### src/rtl/ram64m_reader.sv
// ram64m_reader: streams a burst of words from an asynchronous-read RAM64M into a valid/ready stream,
// stalling reads that collide with an in-flight write so the post-write value is captured.
module ram64m_reader #(
  parameter logic IS_CLK_INVERTED = 1'b0,
  parameter logic STALL_ON_HAZARD = 1'b1
) (
  input  logic       CLK,
  input  logic       RST,
  input  logic       START,
  input  logic [5:0] START_ADDR,
  input  logic [6:0] COUNT,
  output logic [5:0] RADDR,
  input  logic [3:0] RDATA,
  input  logic       WE_MON,
  input  logic [5:0] WADDR_MON,
  output logic       M_VALID,
  input  logic       M_READY,
  output logic [3:0] M_DATA,
  output logic [5:0] M_ADDR,
  output logic       M_LAST,
  output logic       BUSY,
  output logic       DONE
);
  typedef enum logic [1:0] {IDLE, RUN, DRAIN} state_t;
  state_t     r_state, w_next;
  logic [6:0] r_rem;
  logic       w_clk, w_xfer, w_hazard, w_cap, w_start;
  assign w_clk    = CLK ^ IS_CLK_INVERTED;
  assign w_xfer   = M_VALID & M_READY;
  assign w_hazard = STALL_ON_HAZARD & WE_MON & (WADDR_MON == RADDR);
  assign w_cap    = (r_state == RUN) & (~M_VALID | M_READY) & ~w_hazard;
  assign w_start  = (r_state == IDLE) & START;
  always_ff @(posedge w_clk)
    if (RST) r_state <= IDLE;
    else     r_state <= w_next;
  always_comb begin
    w_next = r_state;
    case (r_state)
      IDLE:    w_next = (w_start && COUNT != 7'd0) ? RUN : IDLE;
      RUN:     w_next = (w_cap && r_rem == 7'd1) ? DRAIN : RUN;
      DRAIN:   w_next = w_xfer ? IDLE : DRAIN;
      default: w_next = IDLE;
    endcase
  end
  always_comb BUSY = r_state != IDLE;
  // Output register doubles as the one-deep skid; it refills on the same edge it drains.
  always_ff @(posedge w_clk) begin
    if (RST) begin
      RADDR   <= '0;
      r_rem   <= '0;
      M_VALID <= 1'b0;
      M_DATA  <= '0;
      M_ADDR  <= '0;
      M_LAST  <= 1'b0;
      DONE    <= 1'b0;
    end else begin
      if (w_start) begin
        RADDR <= START_ADDR;
        r_rem <= COUNT;
      end else if (w_cap) begin
        RADDR <= RADDR + 6'd1;
        r_rem <= r_rem - 7'd1;
      end
      if (w_cap) begin
        M_DATA  <= RDATA;
        M_ADDR  <= RADDR;
        M_LAST  <= r_rem == 7'd1;
        M_VALID <= 1'b1;
      end else if (w_xfer) M_VALID <= 1'b0;
      DONE <= (w_start && COUNT == 7'd0) || (w_xfer && M_LAST);
    end
  end
endmodule

### config.mk
export PLATFORM = sky130hd
export DESIGN_NAME = ram64m_reader
export DESIGN_NICKNAME = d
export VERILOG_FILES = /design/src/rtl/ram64m_reader.sv
export SDC_FILE = /design/constraint.sdc
export NUM_CORES = 1
export LEC_CHECK = 0
export CAP_MARGIN = 15
export CELL_PAD_IN_SITES_DETAIL_PLACEMENT = 0
export CELL_PAD_IN_SITES_GLOBAL_PLACEMENT = 1
export CORE_MARGIN = 5
export CORE_UTILIZATION = 34
export DETAILED_ROUTE_END_ITERATION = 10
export HOLD_SLACK_MARGIN = 0.02
export PLACE_DENSITY = 0.81
export SETUP_SLACK_MARGIN = 0.2
export SYNTH_ARGS = -nofsm -noshare
export SYNTH_HDL_FRONTEND = slang
export SYNTH_SLANG_ARGS = --single-unit
export TNS_END_PERCENT = 100
### constraint.sdc
create_clock -name CLK -period 3.2 [get_ports CLK]
set_clock_uncertainty 0.15 [all_clocks]
set_input_delay 0.8 -clock CLK [delete_from_list [all_inputs] [get_ports CLK]]
set_output_delay 0.8 -clock CLK [all_outputs]
set_load 0.01 [all_outputs]
# Yosys cells after proc, flatten, opt, wreduce, memory -nomap -nowiden
# Cells that the tools add are included.
dict set report classes {
  n_addsub 2
  eq_ne 4
  mux 10
  n_bitwise 8
  n_reduce_logical 11
}
# operator count
set ops {}
lappend ops {{7-bit 2-to-1 mux} 2}
lappend ops {{6-bit 2-to-1 mux} 2}
lappend ops {{7-bit by 1-bit == test with 1-bit output, second input constant} 1}
lappend ops {{7-bit zero test} 1}
lappend ops {{7-bit nonzero test} 1}
lappend ops {{7-bit by 1-bit subtractor with 7-bit output, second input constant} 1}
lappend ops {{6-bit by 1-bit adder with 6-bit output, second input constant} 1}
lappend ops {{6-bit == test} 1}
lappend ops {{2-bit one-hot mux with 3 select lines} 1}
lappend ops {{2-bit nonzero test} 3}
lappend ops {{1-bit AND} 5}
lappend ops {{1-bit logical AND} 4}
lappend ops {{2-bit 2-to-1 mux} 2}
lappend ops {{1-bit 2-to-1 mux} 3}
lappend ops {{2-bit by 1-bit == test with 1-bit output, second input constant} 1}
lappend ops {{2-bit == test, second input constant} 1}
lappend ops {{2-bit zero test} 1}
lappend ops {{1-bit NOT} 2}
lappend ops {{1-bit logical OR} 1}
lappend ops {{1-bit OR} 1}
dict set report word_totals {
  register_bits 28
  in_bits 28
  output_inout_bits 20
}

# Logic depth before layout (Yosys ltp)
dict set report logic_depth {
  ltp_word 7
  depth_mapped 7
}

# Worst setup path before layout
# Ideal clock, no wire load.
dict set report synth_timing {
  kind {input -> register}
  from {input port M_READY}
  to {register r_rem[3]}
  arrival_ns 2.042
  path_slack_ns 0.917
  stages 5
  cell_sequence {nor2b_1 -> or2_0 -> a21o_4 -> or4_1 -> a311oi_1}
}
dict set report synth_via {
  elab_chain_len 4
}
# item line
set synth_lines {}
lappend synth_lines {{start, declared} 17} ;# input logic M_READY,
lappend synth_lines {{1-bit OR} 31} ;# assign w_cap = (r_state == RUN) & (~M_VALID | M_READY) & ~w_hazard;
lappend synth_lines {{1-bit AND (2 in series)} 31}
lappend synth_lines {{2-bit nonzero test (no line)} -}
lappend synth_lines {{end signal, assigned} 62} ;# r_rem <= r_rem - 7'd1;
lappend synth_lines {{end, declared} 26} ;# logic [6:0] r_rem;
# Every way passes these cells.
# A chain may end at the register's enable or synchronous reset.

# Worst setup path after layout
# Ends and elaborated chain as after synthesis.

==> summary.md <==
| Metric | Value |
|---|---|
| Ys flop type | `dfxtp_1` |
| Slew @ Worst Pin | `0.815 ns` |
| Die H | `73.8 um` |
| Antenna violations before repair | `0` |
| Fin crit share | `0.854` |
| Cells after synthesis | `approximately 170` |
| Antenna Nets Post-Route | `0` |
| Total negative slack | `0 ns` |
| Final setup fails | `0` |
| R2R depth | `5` |
| Worst setup SP type | `input port` |
| Ratio of cells with drive above 1 in the final layout | `0.0664` |
| Hold depth | `2` |
| First-pass DRT Iterations | `4` |
| Max-cap violations | `0` |
| HPWL after DPL | `~2.9 mm` |
| Worst Hold Class | `reg2reg` |
| Post-CTS Setup Bufs | `0` |
| Rel. slew slack | `0.457` |
| Leak pwr | `just over 0.7 nW` |
| Seq/Total Area, Yosys | `0.405` |
| Post-Syn Nets | `approximately 200` |
| Post-synth EDFFs | `0` |
| Hold buffer count at cts | `0` |
| Post_cts resized | `0` |
| N_diodes | `0` |
| RSZ-0062 raised after global routing | `no` |
| Vias/cell | `approximately 5.2` |
| CP max stage cell | `clkdlybuf4s50_1` |
| Hold Vio Cnt, Final | `0` |
| Fill cells | `409` |
| DR WL/cell | `between 10 and 15 um` |
| Top cell type's share of synthesized area | `0.405` |
| CTS buffer count | `3` |
| DRC | `0` |
| CTS sink count | `28` |
| Max Fanout on Critical Path | `17` |
| Synth cell types | `between 40 and 50` |
| Global-route wire length before repair | `6.06 mm` |
| Pwr/cell area | `~470 nW/um^2` |
| Design area | `about 2000 um^2` |
| CP endpoint kind | `flip-flop` |
| Sequential Area | `between 500 and 600 um^2` |
| # port buffers | `47` |
| Drt initial violations | `between 70 and 80` |
| Synth area leader | `dfxtp_1` |
| # nets final | `243` |
| CP Cell Sequence | `clkdlybuf4s50_1 > nor2b_1 > or2_0 > a21o_4 > or4_1 > a311oi_1` |
| Dpl cell area | `1910 um^2` |
| IO Pins | `48` |
| Drt total wl | `3.77 mm` |
| Count leader, synth | `dfxtp_1` |
| Synth-to-layout area growth | `42.3%` |
| List of most frequent post-synthesis cells | `dfxtp_1 (28), nor2_1 (23), nand2_1 (22), a21oi_1 (9), clkbuf_1 (7)` |
| Syn. warnings | `0` |
| Total number of H-tree levels | `1` |
| Peak supply drop | `~280 uV` |
| CTS Buffer Depth | `2` |
| Synthesized flop and latch total | `28` |
| Min cycle time layout | `around 2.7 ns` |
| Starting Density | `0.348` |
| Achievable Freq | `between 0.3 and 0.4 GHz` |
| GP Congestion | `0.766` |
| Dominant cells by area after synthesis | `dfxtp_1 (41%), nor2_1 (6.2%), nand2_1 (6.0%), xnor2_1 (3.8%), a21oi_1 (3.3%)` |
| Status | `completed` |
| Final Slew Violations | `0` |
| Ys async rst share | `0` |
| Vias | `about 1300` |
| Crit path DAT | `between 2 and 3 ns` |
| Critical path type | `in2reg` |
| # rows | `23` |
| GRT Resource Usage Total | `0.140` |
| Combined area of the multi-input logic cells | `slightly below 800 um^2` |
| Core ar. | `3970 um^2` |
| Clk_lat worst skew | `roughly 0.28 ns` |
| Required @ worst endpoint | `3.24 ns` |
| Syn avg cell area | `between 8 and 9 um^2` |
| Number of global-route vias before repair | `1293` |
| Worst-path clk slew | `approximately 0.10 ns` |
| GRT overflow | `0` |
| DIE AREA | `around 5400 um^2` |
| Max stage delay on crit path | `0.50 ns` |
| CTS root buffer | `clkbuf_8` |
| Largest net degree at the start of global routing | `21` |
| Mapped cell area | `approximately 1400 um^2` |
| CTS tree | `yes` |
| Die width | `between 70 and 80 um` |
-- worst paths after layout --
check / from / end / slack [ns]
worst max-delay path: M_READY / r_rem[3]$_SDFFE_PP0P_ / 0.47
worst min-delay path: M_ADDR[1]$_SDFFE_PP0P_ / M_ADDR[1]$_SDFFE_PP0P_ / 0.31
worst max register to register: r_state[1]$_SDFF_PP0_ / r_rem[3]$_SDFFE_PP0P_ / 1.08
worst min register to register: M_ADDR[1]$_SDFFE_PP0P_ / M_ADDR[1]$_SDFFE_PP0P_ / 0.31
-- registers in the layout, indices dropped and copies added (netlist names) --
name,cells
DONE,1
M_ADDR,6
M_DATA,4
M_LAST,1
M_VALID,1
RADDR,6
r_rem,7
r_state,2
-- report_power, final --
group          internal (mW)  switching [mW]  total (mW)
registers              0.385          0.0377       0.423
logic                  0.148           0.138       0.286
clock network          0.110           0.111       0.221
total                  0.643           0.287       0.930
-- cell usage in the layout, fill, tap and decap left out, types with 4 or more instances in the layout --
cell | synthesis | final
nor2_1 | 23 | 23
a2111oi_0 | 4 | 4
clkdlybuf4s50_1 | 0 | 47
nand2_1 | 22 | 22
buf_4 | 0 | 4
dfxtp_1 | 28 | 28
xnor2_1 | 6 | 6
inv_1 | 4 | 4
clkbuf_8 | 0 | 4
mux2i_1 | 4 | 4
a211oi_1 | 6 | 6
a21oi_1 | 9 | 8
-- logic make-up (layout without fill, tap and decap cells) --
| group | Yosys count | after routing | share of synthesized area |
|---|---|---|---|
| AND/OR/NAND/NOR | 72 | 72 | 0.251 |
| AO/OA/AOI/OAI | 36 | 36 | 0.193 |
| flip-flops | 28 | 28 | 0.405 |
| buffers and inverters | 13 | 59 | 0.0371 |
| XOR/XNOR | 9 | 9 | 0.0570 |
| multiplexers | 4 | 4 | 0.0289 |
| adder cells (fa/ha/maj) | 3 | 3 | 0.0271 |
-- final cells by class --
| cell class | count | share of cell area |
|---|---|---|
| clock buffers | 4 | 0.0280 |
| well taps | 50 | 0.0318 |
| repair buffers | 51 | 0.254 |
| multi-input cells | 124 | 0.394 |
| inverters | 4 | 0.00762 |
| flip-flops and latches | 28 | 0.285 |
-- stage by stage --
step                power [mW]  setup WS [ns]  utilization  hold slack, ns  std cells
detailed placement       0.717          0.174        0.482           0.301        257
finish                   0.930          0.468        0.496           0.313        261
CTS                      0.941          0.464        0.496           0.315        261
global route             0.984          0.356        0.496           0.353        261
global placement         0.709          0.252        0.482           0.297        257
floorplan                0.588          0.917            -           0.291        165
-- layer usage --
| metal | vias up | wire [um] | track usage |
|---|---|---|---|
| li1 | 679 | - | - |
| met1 | 623 | 1740 | 0.180 |
| met2 | 41 | 1780 | 0.241 |
| met3 | 2 | 236 | 0.0356 |
| met4 | 0 | 21 | 0.0181 |
| met5 | - | 0 | 0 |
-- critical path: cells and delay by family --
kind / cells / cell delay [ns]
buffers and inverters: 1 / 0.50
and+or+nand+nor: 3 / 0.91
AOI/OAI and AO/OA: 2 / 0.55
(Power assumes the default switching activity.)
